$ cat config.mk
export PLATFORM = sky130hd
export DESIGN_NAME = rca_pipe_nb_flat
export DESIGN_NICKNAME = d
export VERILOG_FILES = /design/src/rtl/rca_pipe_nb_if.sv /design/src/rtl/rca_pipe_nb.sv /design/src/flat_wrapper.sv
export SDC_FILE = /design/constraint.sdc
export NUM_CORES = 1
export LEC_CHECK = 0
export BUFFER_PORTS_ARGS = -buffer_cell sky130_fd_sc_hd__buf_4
export CORE_MARGIN = 3
export CORE_UTILIZATION = 46
export CTS_CLUSTER_DIAMETER = 80
export DETAILED_ROUTE_END_ITERATION = 16
export MAX_ROUTING_LAYER = met4
export PLACE_DENSITY_LB_ADDON = 0.08
export SLEW_MARGIN = 20
export SYNTH_ARGS = -nofsm -noshare
export SYNTH_HDL_FRONTEND = slang
export SYNTH_SLANG_ARGS = --single-unit
$ cat constraint.sdc
create_clock -name clk -period 2.18 [get_ports clk]
set_clock_uncertainty 0.05 [all_clocks]
set_input_delay 0 -clock clk [delete_from_list [all_inputs] [get_ports clk]]
set_output_delay 0 -clock clk [all_outputs]
set_load 0.1 [all_outputs]
$ cat src/rtl/rca_pipe_nb_if.sv
// rtl/rca_pipe_nb_if.sv - operand/result handshake bundle for rca_pipe_nb
//
// Purpose: groups the operand input channel and the result output channel of
// the pipelined adder/subtractor.
// Ports (signals):
//   x, y       operands A and B (WIDTH bits)
//   c_in       carry-in, add mode only
//   sub        0 = x+y+c_in, 1 = x-y
//   in_valid   operands valid           in_ready   adder accepts operands
//   sum        result (WIDTH bits)      c_out      carry-out of MSB
//   ovf        signed overflow          out_valid  result valid
//   out_ready  consumer accepts result
// Modports: master = producer/consumer side, slave = adder side.
interface rca_pipe_nb_if #(
  parameter int WIDTH = 16
);
  logic [WIDTH-1:0] x;
  logic [WIDTH-1:0] y;
  logic             c_in;
  logic             sub;
  logic             in_valid;
  logic             in_ready;
  logic [WIDTH-1:0] sum;
  logic             c_out;
  logic             ovf;
  logic             out_valid;
  logic             out_ready;

  modport master (
    output x, y, c_in, sub, in_valid, out_ready,
    input  in_ready, sum, c_out, ovf, out_valid
  );

  modport slave (
    input  x, y, c_in, sub, in_valid, out_ready,
    output in_ready, sum, c_out, ovf, out_valid
  );
endinterface

$ cat src/rtl/rca_pipe_nb.sv
// rtl/rca_pipe_nb.sv - pipelined ripple-carry adder/subtractor with valid/ready handshakes
//
// Purpose: splits WIDTH-bit operands into STAGES slices of WIDTH/STAGES bits.
// Stage k ripples slice k with the carry registered by stage k-1, so one
// result leaves per cycle with a latency of STAGES cycles.
// Ports:
//   clk    rising-edge clock
//   rst_n  asynchronous active-low reset
//   bus    rca_pipe_nb_if.slave (operands in, result out, valid/ready both ways)
// Configuration: define RCA_PIPE_OVF_EN to build the signed-overflow output;
// otherwise bus.ovf is tied to 0.
module rca_pipe_nb #(
  parameter int WIDTH  = 16,
  parameter int STAGES = 4
) (
  input logic          clk,
  input logic          rst_n,
  rca_pipe_nb_if.slave bus
);
  localparam int SW   = WIDTH / STAGES;
  localparam int LAST = STAGES - 1;

  // One global stall: the whole pipe freezes while a result waits for the consumer.
  logic adv;
  assign adv          = !(bus.out_valid && !bus.out_ready);
  assign bus.in_ready = rst_n && adv;

  for (genvar k = 0; k < STAGES; k++) begin : stg
    // Operand bits not yet consumed on entry to this stage; slice k sits at the bottom.
    localparam int AW = WIDTH - k * SW;

    logic [AW-1:0]         a_in;
    logic [AW-1:0]         b_in;
    logic                  ci;
    logic                  v_in;
    logic [SW:0]           res;
    logic [(k+1)*SW-1:0]   s_nxt;
    logic [(k+1)*SW-1:0]   s_q;
    logic                  c_q;
    logic                  v_q;

    if (k == 0) begin : src
      // Subtraction is x + ~y + 1; the +1 enters as the stage-0 carry.
      assign a_in  = bus.x;
      assign b_in  = bus.sub ? ~bus.y : bus.y;
      assign ci    = bus.sub | bus.c_in;
      assign v_in  = bus.in_valid;
      assign s_nxt = res[SW-1:0];
    end else begin : src
      assign a_in  = stg[k-1].fwd.a_q;
      assign b_in  = stg[k-1].fwd.b_q;
      assign ci    = stg[k-1].c_q;
      assign v_in  = stg[k-1].v_q;
      // Finished slices accumulate below the newest one, so the last stage holds the aligned sum.
      assign s_nxt = {res[SW-1:0], stg[k-1].s_q};
    end

    assign res = {1'b0, a_in[SW-1:0]} + {1'b0, b_in[SW-1:0]} + {{SW{1'b0}}, ci};

    always_ff @(posedge clk or negedge rst_n) begin
      if (!rst_n) begin
        v_q <= 1'b0;
        c_q <= 1'b0;
        s_q <= '0;
      end else if (adv) begin
        v_q <= v_in;
        c_q <= res[SW];
        s_q <= s_nxt;
      end
    end

    // Only the slices later stages still need are carried forward.
    if (k < LAST) begin : fwd
      logic [AW-SW-1:0] a_q;
      logic [AW-SW-1:0] b_q;

      always_ff @(posedge clk or negedge rst_n) begin
        if (!rst_n) begin
          a_q <= '0;
          b_q <= '0;
        end else if (adv) begin
          a_q <= a_in[AW-1:SW];
          b_q <= b_in[AW-1:SW];
        end
      end
    end
  end

  assign bus.sum       = stg[LAST].s_q;
  assign bus.c_out     = stg[LAST].c_q;
  assign bus.out_valid = stg[LAST].v_q;

`ifdef RCA_PIPE_OVF_EN
  // Carry into the MSB is recovered as a ^ b ^ sum at that bit.
  logic ovf_q;

  always_ff @(posedge clk or negedge rst_n) begin
    if (!rst_n) begin
      ovf_q <= 1'b0;
    end else if (adv) begin
      ovf_q <= stg[LAST].a_in[SW-1] ^ stg[LAST].b_in[SW-1] ^
               stg[LAST].res[SW-1]  ^ stg[LAST].res[SW];
    end
  end

  assign bus.ovf = ovf_q;
`else
  assign bus.ovf = 1'b0;
`endif
endmodule

$ cat src/flat_wrapper.sv
// flat-port wrapper written by rule: the top's interface ports become plain ports
module rca_pipe_nb_flat 
#(
  parameter int WIDTH  = 16,
  parameter int STAGES = 4
)
  (clk, rst_n, bus_x, bus_y, bus_c_in, bus_sub, bus_in_valid, bus_out_ready, bus_in_ready, bus_sum, bus_c_out, bus_ovf, bus_out_valid);
  rca_pipe_nb_if #(.WIDTH(WIDTH)) bus_i ();
  input logic clk;
  input logic rst_n;
  input wire logic [$bits(bus_i.x)-1:0] bus_x;
  input wire logic [$bits(bus_i.y)-1:0] bus_y;
  input wire logic [$bits(bus_i.c_in)-1:0] bus_c_in;
  input wire logic [$bits(bus_i.sub)-1:0] bus_sub;
  input wire logic [$bits(bus_i.in_valid)-1:0] bus_in_valid;
  input wire logic [$bits(bus_i.out_ready)-1:0] bus_out_ready;
  output wire logic [$bits(bus_i.in_ready)-1:0] bus_in_ready;
  output wire logic [$bits(bus_i.sum)-1:0] bus_sum;
  output wire logic [$bits(bus_i.c_out)-1:0] bus_c_out;
  output wire logic [$bits(bus_i.ovf)-1:0] bus_ovf;
  output wire logic [$bits(bus_i.out_valid)-1:0] bus_out_valid;
  assign bus_i.x = bus_x;
  assign bus_i.y = bus_y;
  assign bus_i.c_in = bus_c_in;
  assign bus_i.sub = bus_sub;
  assign bus_i.in_valid = bus_in_valid;
  assign bus_i.out_ready = bus_out_ready;
  assign bus_in_ready = bus_i.in_ready;
  assign bus_sum = bus_i.sum;
  assign bus_c_out = bus_i.c_out;
  assign bus_ovf = bus_i.ovf;
  assign bus_out_valid = bus_i.out_valid;
  rca_pipe_nb #(.WIDTH(WIDTH), .STAGES(STAGES)) u_core (.clk(clk), .rst_n(rst_n), .bus(bus_i));
endmodule
* Word-level counts from Yosys, hierarchy flattened
Index checks and enable logic that the tools add are counted.
** Storage, ports and cells
- Flip-flop bits (word level) :: 96
- Input port bits :: 38
- Output and inout bits :: 20
- Word-level logic and storage cells :: 33
** Cells by class
- $add $sub $neg :: 8
- Multiplexer cells :: 1
- Bitwise gates (word level) :: 2
- Reductions and logical operators :: 4
** Operators with widths (number)
- 4-bit by 4-bit adder with 5-bit output :: 4
- 5-bit by 1-bit adder with 5-bit output :: 4
- 16-bit two-way mux :: 1
- 16-bit inverter :: 1
- 1-bit logical AND :: 2
- 1-bit logical NOT :: 2
- 1-bit OR :: 1

* Longest topological paths before layout
- Depth in word-level cells :: 4
- Mapped depth :: 8
- Depth with buffers taken out :: 6

* Worst setup path before layout
No wires, ideal clock.
- Path kind :: reg2out
- From :: reg u_core.stg[3].v_q (netlist: u_core.bus.out_valid)
- To :: out bus_in_ready
- Arrival time :: 1.974 ns
- Data required time :: 2.130 ns
- Setup slack :: 0.156 ns
- Cell stages (with the launch flop) :: 5
- Buffers on the path :: 2
- Cell sequence :: dfrtp_1 nand2b_1 buf_4 buf_4 and2_1
** Between the ends
- Word-level cells in the longest chain between the ends :: 3
** RTL lines
- start: declaration :: RTL line rca_pipe_nb.sv:40 : logic v_q;
- start signal: assignment :: RTL line rca_pipe_nb.sv:66 : v_q <= v_in;
- 1-bit logical AND :: RTL line rca_pipe_nb.sv:25 : assign adv = !(bus.out_valid && !bus.out_ready);
- 1-bit logical NOT :: RTL line rca_pipe_nb.sv:25
- 1-bit logical AND :: RTL line rca_pipe_nb.sv:26 : assign bus.in_ready = rst_n && adv;
- end: declaration :: RTL line flat_wrapper.sv:17 : output wire logic [$bits(bus_i.in_ready)-1:0] bus_in_ready;
Every way passes these cells.

* Worst setup path after layout
- From :: reg u_core.stg[2].fwd.b_q[0]
- To :: reg u_core.stg[3].c_q (netlist: u_core.bus.c_out)
** Between the ends
- Word-level cells in the longest chain between the ends :: 2
** RTL lines
- start: declaration :: RTL line rca_pipe_nb.sv:75 : logic [AW-SW-1:0] b_q;
- start signal: assignment :: RTL line rca_pipe_nb.sv:83 : b_q <= b_in[AW-1:SW];
- 4-bit by 4-bit adder with 5-bit output :: RTL line rca_pipe_nb.sv:58 : assign res = {1'b0, a_in[SW-1:0]} + {1'b0, b_in[SW-1:0]} + {{SW{1'b0}}, ci};
- 5-bit by 1-bit adder with 5-bit output :: RTL line rca_pipe_nb.sv:58
- end signal: assignment :: RTL line rca_pipe_nb.sv:67 : c_q <= res[SW];
- end: declaration :: RTL line rca_pipe_nb.sv:39 : logic c_q;
Every way passes these cells.
A chain may end at the register's enable or synchronous reset.

==> summary.txt <==
R2R depth - 5
die width - 102 um
mux contribution to synthesized area - 0
fill count - 786
Stages on worst setup path - 5
Worst Path Buf+Inv - 0
CP Capture Type - register
main combinational cell family by area after synthesis - simple AND/OR/NAND/NOR gates
type of element launching the critical path - register
die height - 102 um
Post-Synth XOR/XNOR Area - 0.0453
worst hold path type - input pin to register
Worst Path Arrival - 2.03 ns
Cell variety after synth - 26
slowest stage cell, crit path - fa_1
ranking of synthesized cells by area - dfrtp_1 56%, nand2_1 19%, fa_1 3.8%, ha_1 3.5%, o21ai_0 2.5%
M2 GR Usage - 0.249
TritonCTS clock tree - done
Data required, critical path - 2.36 ns
Port Buffers - 56
clk sinks - 96
Tmin final - 1.85 ns
final hold violation count - 0
Top FF cell, synth - dfrtp_1
Antenna Cells - 0
Synthesis Warnings - 0
Switching Share - 0.444
total negative setup slack - 0 ns
register area share after synthesis - 0.565
r2r setup slk - 0.33 ns
Worst Hold Launch - bus_c_in
Longest Clk Path Bufs - 2
Final nets - 590
I/O pin total - 58
vias in the first global route - 2942
gr ovfl total - 0
Synth Area in Adders - 0.0729
WHS Path Cells - 5
Mapped Nets - 509
EDFF count, synth - 0
Clock Latency Late Sink - 0.35 ns
Syn Inst Count - 451
Root Driver - clkbuf_8
drt drc - 0
total CTS buffers - 9
first-pass GRT wire length - 13700 um
Starting Density - 0.481
initial DRC count - 132
Area Overhead vs Synth - 24.6%
RSZ-0062 raised after global routing - false
WHS Endpoint - u_core.stg[0].s_q[0]
global route hottest layer - met2
clock power share - 0.159
Worst Tran Pin Value - 0.524 ns
routed len/inst - 11.9 um
Max VDD drop - 631 uV
r2r endpoint - u_core.bus.c_out
Top delay family on crit path - adder cells
Post-DRT Antenna Nets - 0
Worst Slack Setup Final - 0.333 ns
average cell area after synthesis - 9.43 um^2
via count of the routed design - 2999
Worst-path clk slew - 0.09 ns
DR vias/cell - 4.65
leading area contributor after synthesis - dfrtp_1
final max-slew violation count - 0
ys async rst share - 1.00
Setup violations, final - 0
worst slack, placed - 0.260 ns
Yosys top cell area share - 0.565
Pre-antenna DRT Iters - 6
max-cap violations - 0
CP max stage delay - 0.46 ns
Compound-Gate Fraction of Synth Area - 0.0606
combinational power share - 0.461
Flop pwr share - 0.380
CP Max Fanout - 2
static leakage - 2.72 nW
core area - 8850 um^2
pin count of the biggest net entering global routing - 97
FP Rows - 34
Post-Syn Area - 4250 um^2
CP cell instances - fa_1 > fa_1 > a21o_1 > a21oi_1 > a21oi_1
r2r startpoint - u_core.stg[2].fwd.b_q[0]
GPL Wtd Cong - 0.786
met3 GRT Util - 0.0321
P per Cell Area - 1500 nW/um^2
Simple-Gate Fraction of Synth Area - 0.213
routed wire length - 7690 um
Pint - 0.00442 W
DIE AREA - 10400 um^2
Peak Freq - 0.541 GHz
status - completed
Slew headroom - 0.650
proportion of layout cells with a drive suffix above 1 - 0.156
gr usage total - 0.170
H-tree depth - 3
final worst path period share - 0.847
sw power - 0.00352 W
initial antenna violation count - 0
Seq cells post-synth - 96
kind of critical path - register to register
HPWL Detailed - 5020 um
GR Util met1 - 0.241
[worst reg2reg max path: cells and delay by family (launching register included)]
kind	cells	cell delay [ns]
AOI/OAI and AO/OA	3	0.40
adders and majority gates	2	0.89
DFF	1	0.41
[layout make-up]
cell class              instances  area (um^2)  share of cell area
inverters                       9         33.8             0.00637
clock buffers                  11          141              0.0267
repair buffers                 94          831               0.157
flip-flops and latches         96         2400               0.453
well taps                     108          135              0.0255
multi-input cells             322         1680               0.316
clock inverters                 5         80.1              0.0151
[cell families (layout without fill, tap and decap cells)]
logic type	Yosys count	in the layout
compound gates	46	46
xor+xnor	22	22
fa+ha+maj	20	20
buf+inv	33	119
flops	96	96
other cells	1	1
simple gates	233	233
[per-layer routing]
layer | share of wire | up-vias
met5 | 0 | -
met4 | 0.011 | 0
met3 | 0.036 | 5
met2 | 0.44 | 54
met1 | 0.51 | 1386
li1 | - | 1554
[stage by stage]
step | instance area [um^2] | cells | util | power (W) | hold slack [ns]
after CTS | 5300 | 645 | 0.599 | 0.00805 | 0.0479
after global routing | 5300 | 645 | 0.599 | 0.00859 | 0.0736
after global placement | 4780 | 599 | 0.540 | 0.00661 | 0.0526
final | 5300 | 645 | 0.599 | 0.00794 | 0.0554
after detailed placement | 4780 | 599 | 0.540 | 0.00672 | 0.0564
after floorplan | 4250 | 451 | - | 0.00584 | -0.346
[power by group through the flow]
stage	combinational (W)	clock [W]	sequential, W
2_1_floorplan	0.00170	0	0.00414
3_3_place_gp	0.00360	0	0.00302
3_5_place_dp	0.00366	0	0.00306
4_1_cts	0.00371	0.00131	0.00302
5_1_grt	0.00409	0.00138	0.00313
6_report	0.00366	0.00127	0.00302
[registers in the layout, summed over array words and instances (netlist names)]
register	cells
u_core.stg.v_q	3
u_core.bus.out_valid	1
u_core.bus.c_out	1
u_core.stg.fwd.a_q	24
u_core.bus.sum	16
u_core.stg.c_q	3
u_core.stg.s_q	24
u_core.stg.fwd.b_q	24
[how the worst max path moves through the flow]
stage / from / endpoint / slack [ns]
after floorplan: u_core.bus.out_valid / bus_in_ready / 0.16
after global placement: bus_sub / u_core.stg[0].c_q / 0.28
after detailed placement: bus_sub / u_core.stg[0].c_q / 0.26
after CTS: u_core.stg[2].fwd.b_q[0] / u_core.bus.c_out / 0.33
after global routing: u_core.stg[2].fwd.b_q[0] / u_core.bus.c_out / 0.20
final: u_core.stg[2].fwd.b_q[0] / u_core.bus.c_out / 0.33
[timing repair]
action	in CTS	in global routing
gates resized for setup	0	0
buffers inserted	0	0
hold endpoints to repair	137	0
hold buffers	30	0
[Yosys cell counts, types with 2 or more instances]
| library cell | instances |
|---|---|
| nand2_1 | 215 |
| dfrtp_1 | 96 |
| o21ai_0 | 21 |
| buf_2 | 16 |
| a21oi_1 | 12 |
| ha_1 | 12 |
| xnor2_1 | 12 |
| xor2_1 | 10 |
| inv_1 | 9 |
| nor2_1 | 9 |
| fa_1 | 8 |
| buf_4 | 6 |
| a21o_1 | 5 |
| o21ai_1 | 4 |
| buf_6 | 2 |
| nand2b_1 | 2 |
| nor2b_1 | 2 |
| o21a_1 | 2 |
[placed cells by master (no fill, tap or decap), types with 2 or more instances in the layout]
cell type	netlist	layout
buf_4	6	60
dlygate4sd3_1	0	30
inv_1	9	9
clkbuf_8	0	10
xor2_1	10	10
o21a_1	2	2
o21ai_1	4	4
bufinv_16	0	2
a21oi_1	12	12
xnor2_1	12	12
nor2b_1	2	2
nor2b_4	1	2
clkinvlp_4	0	2
buf_12	0	4
dfrtp_1	96	96
nand2_1	215	215
ha_1	12	12
fa_1	8	8
a21o_1	5	5
o21ai_0	21	21
nor2_1	9	9
No activity file was read; power rests on OpenSTA's default activity.
